[src/rtl/fp_multiplier_pipe.sv]
// fp_multiplier_pipe: pipelined floating-point multiplier with valid/ready
// flow control, round-to-nearest-even (or truncation) and exception flags.
// Subnormal inputs are flushed to zero and no subnormal result is produced.
//
// The arithmetic is split into three phases (classify/multiply,
// normalise/guard-sticky, round/range/pack). Each phase is mapped onto one of
// the STAGES register slots. With fewer than three slots, phases share a slot.
// With four slots, the last slot is a pure retiming register. Because the
// same phase functions are used for every depth, the result is bit-identical
// for all STAGES values.
module fp_multiplier_pipe #(
  parameter int EXP_W  = 8,
  parameter int MAN_W  = 23,
  parameter int STAGES = 3,
  parameter int RNE    = 1
) (
  input  logic                       clk,
  input  logic                       rst_n,
  input  logic                       in_valid,
  output logic                       in_ready,
  input  logic [EXP_W+MAN_W:0]       a,
  input  logic [EXP_W+MAN_W:0]       b,
  input  logic [15:0]                in_tag,
  output logic                       out_valid,
  input  logic                       out_ready,
  output logic [EXP_W+MAN_W:0]       result,
  output logic [15:0]                out_tag,
  output logic [3:0]                 flags
);

  localparam int W    = 1 + EXP_W + MAN_W;
  localparam int MW1  = MAN_W + 1;
  localparam int PW   = 2 * MW1;
  localparam int EW2  = EXP_W + 2;
  localparam int BIAS = (1 << (EXP_W - 1)) - 1;

  // Slot index (0-based) that hosts each arithmetic phase.
  localparam int PH1_SLOT = 0;
  localparam int PH2_SLOT = (STAGES >= 2) ? 1 : 0;
  localparam int PH3_SLOT = (STAGES >= 3) ? 2 : STAGES - 1;

  localparam logic signed [EW2-1:0] EXP_BIAS = EW2'(BIAS);
  localparam logic signed [EW2-1:0] EXP_ONE  = EW2'(1);
  localparam logic signed [EW2-1:0] EXP_SAT  = EW2'((1 << EXP_W) - 1);

  // Everything a slot may carry. Fields not needed after a phase are simply
  // left to be trimmed by synthesis.
  typedef struct packed {
    logic                  valid;
    logic [15:0]           tag;
    logic [W-1:0]          a;
    logic [W-1:0]          b;
    logic                  sign;
    logic                  special;
    logic                  spec_invalid;
    logic [W-1:0]          spec_res;
    logic [PW-1:0]         prod;
    logic signed [EW2-1:0] expo;
    logic [MAN_W-1:0]      man;
    logic                  guard;
    logic                  sticky;
    logic [W-1:0]          res;
    logic [3:0]            flg;
  } pipe_t;

  // Phase 1: classify operands, multiply significands, add exponents.
  function automatic pipe_t f_classify(input pipe_t x);
    pipe_t            y;
    logic [EXP_W-1:0] ea, eb;
    logic [MAN_W-1:0] ma, mb;
    logic             a_zero, b_zero, a_inf, b_inf, a_nan, b_nan;
    y      = x;
    ea     = x.a[W-2 -: EXP_W];
    eb     = x.b[W-2 -: EXP_W];
    ma     = x.a[MAN_W-1:0];
    mb     = x.b[MAN_W-1:0];
    a_zero = (ea == '0);
    b_zero = (eb == '0);
    a_inf  = (&ea) && (ma == '0);
    b_inf  = (&eb) && (ma == '0 ? mb == '0 : mb == '0);
    a_nan  = (&ea) && (|ma);
    b_nan  = (&eb) && (|mb);
    y.sign         = x.a[W-1] ^ x.b[W-1];
    y.special      = 1'b1;
    y.spec_invalid = 1'b0;
    if (a_nan || b_nan || (a_zero && b_inf) || (a_inf && b_zero)) begin
      y.spec_res     = {1'b0, {EXP_W{1'b1}}, 1'b1, {(MAN_W-1){1'b0}}};
      y.spec_invalid = 1'b1;
    end else if (a_inf || b_inf) begin
      y.spec_res = {y.sign, {EXP_W{1'b1}}, {MAN_W{1'b0}}};
    end else if (a_zero || b_zero) begin
      y.spec_res = {y.sign, {(W-1){1'b0}}};
    end else begin
      y.special  = 1'b0;
      y.spec_res = '0;
    end
    y.prod = PW'({1'b1, ma}) * PW'({1'b1, mb});
    y.expo = $signed({2'b00, ea}) + $signed({2'b00, eb}) - EXP_BIAS;
    return y;
  endfunction

  // Phase 2: normalise the product, extract mantissa, guard and sticky.
  function automatic pipe_t f_normalise(input pipe_t x);
    pipe_t y;
    y = x;
    if (x.prod[PW-1]) begin
      y.expo = x.expo + EXP_ONE;
    end else begin
      y.prod = x.prod << 1;
    end
    y.man    = y.prod[PW-2 -: MAN_W];
    y.guard  = y.prod[MAN_W];
    y.sticky = |y.prod[MAN_W-1:0];
    return y;
  endfunction

  // Phase 3: round, range-check and pack the result with its flags.
  function automatic pipe_t f_round(input pipe_t x);
    pipe_t                 y;
    logic                  up;
    logic [MAN_W:0]        man_r;
    logic signed [EW2-1:0] e;
    logic                  inexact;
    y       = x;
    up      = (RNE != 0) && x.guard && (x.sticky || x.man[0]);
    man_r   = {1'b0, x.man} + {{MAN_W{1'b0}}, up};
    // A carry out of the mantissa leaves man_r[MAN_W-1:0] at zero already.
    e       = x.expo + $signed({{(EW2-1){1'b0}}, man_r[MAN_W]});
    inexact = x.guard | x.sticky;
    if (x.special) begin
      y.res = x.spec_res;
      y.flg = {x.spec_invalid, 3'b000};
    end else if (e >= EXP_SAT) begin
      y.res = {x.sign, {EXP_W{1'b1}}, {MAN_W{1'b0}}};
      y.flg = 4'b0101;
    end else if (e <= 0) begin
      y.res = {x.sign, {(W-1){1'b0}}};
      y.flg = 4'b0011;
    end else begin
      y.res = {x.sign, e[EXP_W-1:0], man_r[MAN_W-1:0]};
      y.flg = {3'b000, inexact};
    end
    return y;
  endfunction

  pipe_t stage_q [0:STAGES-1];
  pipe_t stage_d [0:STAGES-1];
  logic  stall;

  assign stall     = stage_q[STAGES-1].valid && !out_ready;
  assign in_ready  = !stall;
  assign out_valid = stage_q[STAGES-1].valid;
  assign result    = stage_q[STAGES-1].res;
  assign out_tag   = stage_q[STAGES-1].tag;
  assign flags     = stage_q[STAGES-1].flg;

  // Next value of every slot: previous slot (or the input port) passed
  // through whichever phases are mapped onto this slot.
  always_comb begin
    pipe_t x;
    for (int k = 0; k < STAGES; k++) begin
      // NOTE: combinational temporaries use blocking '=' and get a default
      // every pass, so no latch is inferred; registers below use '<='.
      x = '0;
      if (k == 0) begin
        x.valid = in_valid;
        x.tag   = in_tag;
        x.a     = a;
        x.b     = b;
      end else begin
        x = stage_q[(k > 0) ? k - 1 : 0];
      end
      if (k == PH1_SLOT) x = f_classify(x);
      if (k == PH2_SLOT) x = f_normalise(x);
      if (k == PH3_SLOT) x = f_round(x);
      stage_d[k] = x;
    end
  end

  // Global-stall pipeline: every slot advances together when not stalled.
  always_ff @(posedge clk or negedge rst_n) begin
    if (!rst_n) begin
      // NOTE: the slots are reset in full, not just their valid bits, because
      // result, out_tag and flags must read zero during and after reset.
      for (int k = 0; k < STAGES; k++) stage_q[k] <= '0;
    end else if (!stall) begin
      for (int k = 0; k < STAGES; k++) stage_q[k] <= stage_d[k];
    end
  end

endmodule
[config.mk]
export PLATFORM = sky130hd
export DESIGN_NAME = fp_multiplier_pipe
export DESIGN_NICKNAME = d
export VERILOG_FILES = /design/src/rtl/fp_multiplier_pipe.sv
export SDC_FILE = /design/constraint.sdc
export NUM_CORES = 2
export LEC_CHECK = 0
export BUFFER_PORTS_ARGS = -buffer_cell sky130_fd_sc_hd__buf_4
export CAP_MARGIN = 20
export CORE_AREA = 4 4 206 208
export CTS_CLUSTER_DIAMETER = 200
export DETAILED_ROUTE_END_ITERATION = 6
export DIE_AREA = 0 0 210 212
export GPL_ROUTABILITY_DRIVEN = 1
export PLACE_DENSITY_LB_ADDON = 0.3
export SLEW_MARGIN = 15
export SYNTH_ARGS = -nofsm -noshare
export SYNTH_HDL_FRONTEND = slang
export SYNTH_SLANG_ARGS = --single-unit
[constraint.sdc]
create_clock -name clk -period 8.9 [get_ports clk]
set_clock_uncertainty 0.15 [all_clocks]
set_input_delay 0.445 -clock clk [delete_from_list [all_inputs] [get_ports clk]]
set_output_delay 0.445 -clock clk [all_outputs]
set_load 0.01 [all_outputs]
== Word-level counts from Yosys, hierarchy flattened ==
Cells that the tools add are included.
Word-level totals
  logic and storage cells: 69
  register bits: 250
  input bits: 84
  output and inout bits: 54
Cells by class
  magnitude comparators: 2
  bitwise logic cells: 2
  reduce and logical (&&, ||, !) cells: 25
  $add $sub $neg: 5
  $mul: 1
  muxes and demuxes: 12
Operators with widths (number)
  32-bit 2-to-1 mux: 3
  35-bit 2-to-1 mux: 2
  23-bit OR reduction: 3
  24-bit by 24-bit multiplier with 48-bit output: 1
  47-bit 2-to-1 mux: 1
  23-bit zero test: 2
  36-bit 2-to-1 mux: 1
  23-bit by 1-bit adder with 24-bit output: 1
  8-bit zero test: 2
  8-bit AND reduction: 2
  10-bit by 2-bit adder with 10-bit output: 1
  10-bit by 2-bit adder with 10-bit output (second input constant): 1
  10-bit by 9-bit >= comparator with 1-bit output (second input constant): 1
  10-bit by 1-bit <= comparator with 1-bit output (second input constant): 1
  10-bit 2-to-1 mux: 1
  9-bit by 7-bit subtractor with 10-bit output (second input constant): 1
  8-bit by 8-bit adder with 9-bit output: 1
  1-bit logical AND: 8
  1-bit logical OR: 6
  1-bit 2-to-1 mux: 4
  1-bit zero test: 2
  1-bit bitwise OR: 1
  1-bit bitwise XOR: 1

== Longest topological paths before layout ==
  word-level depth: 8
  gate-level depth with buffers: 26
  mapped depth without buffers: 24

== Worst setup path after synthesis ==
No wires, ideal clock.
  kind: input to register
  start point: input b[3]
  end point: register, netlist name stage_q[584]
  required time: 8.608 ns
  buffers on the path: 2
  library setup time: 0.142 ns
  data arrival time: 6.403 ns
  stages on the path: 26
  slack: 2.206 ns
  cells stage by stage: clkbuf_1 nand2_1 fa_1 inv_1 fa_1 inv_1 fa_1 inv_1 fa_1 inv_1 fa_1 inv_1 fa_1 inv_1 fa_1 inv_1 ha_1 clkbuf_2 a21oi_2 o211a_1 o21ai_1 a211oi_1 a31oi_2 a41oi_1 xor2_1 a21oi_1
Between the ends
  word-level cells in the longest chain between the ends: 1
Ends and longest elaborated chain
  start, declared: line 22  | input logic [EXP_W+MAN_W:0] b,
  24-bit by 24-bit multiplier with 48-bit output: line 97  | y.prod = PW'({1'b1, ma}) * PW'({1'b1, mb});
Every way passes these cells.
A chain may end at the register's enable or synchronous reset.

== Final worst setup path ==
  start point: input b[0]
  end point: register, netlist name stage_q[586]
Between the ends
  word-level cells in the longest chain between the ends: 1
Ends and longest elaborated chain (line)
  24-bit by 24-bit multiplier with 48-bit output: 97
Every way passes these cells.

==> out/results.ini <==
[die]
die_x_um = 210
initial_utilization_pct = 69.2
die_h_um = 212
core_area_sq_um = 40600
num_io_pins = 138
num_rows = 74
dieArea_sq_um = 44500

[global_routing]
grt_pass1_vias = 22600
antenna_found_initial = 0
grt_max_degree = 222
grt_overflow = 0
track_usage_pct = 33.3
grt_pass1_wl_mm = 117

[routing]
first_pass_iters = 6
drt-wirelength-per-cell_um = 19.8
wl_mm = 72.1
ant_nets = 0
drc = 0
via_per_inst = 5.80
first_iter_violations = 1828
vias = 21100

[timing]
min_period_ns = 7.07
max_slew_margin_pct = 40.7
rsz0062_at_grt = false
max_freq_ghz = 0.141
setup_viol = 0
tns_ns = 0
final.period_utilization_pct = 79.5
worst_pin_slew_ns = 0.889
final_max_slew_viol_count = 0
hold_violations = 0
worst_slack_ns = 1.83

[flow_run]
maxCapViolCount = 0

[min_path]
min_path_cells = 3
worstHoldStart = in_tag[12]
hp-class = in -> reg
hold_end = stage_d[465]

[yosys]
async_flop_share_pct = 100
synthTopCellsByArea = fa_1, dfrtp_1, ha_1
syn_avg_cell_area_sq_um = 8.97
synth_area_sq_um = 28100
synth_edf_count = 0
yosys.area_share.simple_pct = 17.6
synth_mux_area_share_pct = 0.963
synthAdderAreaFrac_pct = 43.1
synth.top_cell.area_share_pct = 34.5
yosysSeqAreaShare_pct = 16.9
syn_nets = 3888
netlist-cell-type-count = 76
synthXorXnorAreaFrac_pct = 2.72
syn_inst = 3128
synth_flop_cell = dfrtp_1
ys_ff_latch = 190
synth_top_area_cell = fa_1
synth_top_family_by_area = adder cells
synth_warnings = 0
synth_compound_area_share_pct = 6.93

[finish]
layout-drive-gt1-share_pct = 7.03
area_delta_synth_final_pct = 4.86
nets = 3849
n_antenna_cell = 0

[setup_path]
crit_top_cell = fa_1
critical_path_class = in -> reg
slowest_stage = fa_1
cp_cell_sequence = buf_4 > clkinv_1 > nor2_1 > fa_1 > fa_1 > inv_1 > fa_1 > fa_1 > inv_1 > fa_1 > fa_1 > inv_1 > fa_1 > inv_1 > ha_1 > a21oi_1 > o21ai_0 > a211oi_1 > o21ai_0 > o311ai_1 > nand2_1 > a31o_2 > a211oi_1
cp.arrival_ns = 7.27
start_kind = input port
end_kind = flip-flop
reg2reg_from = stage_d[47]
critical_path.max_fanout = 17
r2r_end = result[2]
rrSetupSlack_ns = 4.77
r2r_cells = 15
max_stage_delay_ns = 0.55
critical_path_required_ns = 9.09

[placed_design]
finalWeightedCongestion = 0.992
hpwl_mm = 55.1
port_buffers = 137
post-place-ws_ns = 1.44

[clock_tree]
cts_root_buf = clkbuf_16
cts.repair.resized = 0
worstSkewPairLatency_ns = 0.45
cts_buffer_depth = 2
cts_tree = done
cts.sinks = 190
path_clk_slew_ns = 0.08
numCtsBuffers = 17
hold_buffers = 1
htreeDepth = 4
post_cts_buffers = 0

[run_status]
status = complete, no violations

synthesized netlist by cell type (20+ instances only):
library cell and number:
dfrtp_1 190, buf_4 52, fa_1 483, nand3_1 28, nor2_1 100, a21oi_1 79, and2_1 243, ha_1 193
nand2_1 582, o21ai_2 20, inv_1 596, o21ai_0 75, a21o_1 27, xor2_1 40, xnor2_1 47, clkbuf_1 126
mux2i_1 27
logic make-up (layout without fill, tap and decap cells):
kind of cell             after synthesis  after routing
multiplexers                          27             27
XOR/XNOR                              87             87
adder cells (fa/ha/maj)              676            676
buffers and inverters                801            775
AND/OR/NAND/NOR                     1059           1059
AO/OA/AOI/OAI                        288            288
flip-flops                           190            190
how the worst max path moves through the flow:
stage | start | slack, ns | cells after the start | end
3_5_place_dp | b[0] | 1.44 | 23 | stage_q[580]
3_3_place_gp | b[0] | 1.65 | 23 | stage_q[584]
2_1_floorplan | b[3] | 2.21 | 26 | stage_q[584]
5_1_grt | b[0] | 1.55 | 23 | stage_q[586]
6_report | b[0] | 1.83 | 23 | stage_q[586]
4_1_cts | b[0] | 1.90 | 23 | stage_q[586]
cell usage in the layout, fill, tap and decap left out, types with 27 or more instances in the layout:
cell	instances
a21o_1	27
inv_1	596
xor2_1	40
buf_4	139
fa_1	483
ha_1	193
a21oi_1	79
xnor2_1	47
nor2_1	100
mux2i_1	27
and2_1	243
o21ai_0	75
dfrtp_1	190
nand2_1	582
nand3_1	28
final cells by class:
type / instances / area [sq um]
timing repair buffer: 143 / 1110
clock inverter: 14 / 190
clock buffer: 18 / 439
multi-input combinational: 2137 / 20000
tap: 532 / 666
sequential: 190 / 4750
fill: 2980 / 11100
inverter: 600 / 2250
registers in the layout, indices dropped and copies added (netlist names):
signal / count
out_valid: 1
stage_d: 79
stage_q: 58
out_tag: 16
flags: 4
result: 32
worst max-delay path: cells and delay by family:
| family | cells | cell delay (ns) |
|---|---|---|
| simple gates | 2 | 0.45 |
| buf+inv | 6 | 0.80 |
| fa+ha+maj | 8 | 3.79 |
| compound gates | 7 | 1.75 |
through the flow:
stage | cell area (sq um) | utilization [%] | hold WS, ns | instances
5_1_grt | 29400 | 72.6 | 0.0487 | 3634
3_3_place_gp | 28800 | 70.9 | 0.299 | 3600
2_1_floorplan | 28100 | - | -0.000591 | 3128
6_report | 29400 | 72.6 | 0.0349 | 3634
4_1_cts | 29400 | 72.5 | 0.0272 | 3633
3_5_place_dp | 28800 | 70.9 | 0.305 | 3600
per-layer routing:
metal | wire length (um) | global-route usage (%) | vias to the layer above | part of all wire, %
met5 | 0 | 0 | - | 0
met1 | 28200 | 43.7 | 10400 | 39
met4 | 3540 | 13.7 | 0 | 4.9
li1 | - | - | 9350 | -
met2 | 33300 | 54.5 | 1083 | 46
met3 | 7060 | 7.70 | 266 | 9.8
Power is not shown: default switching activity piles up to over one toggle a cycle in this logic, so the estimate is an artifact.
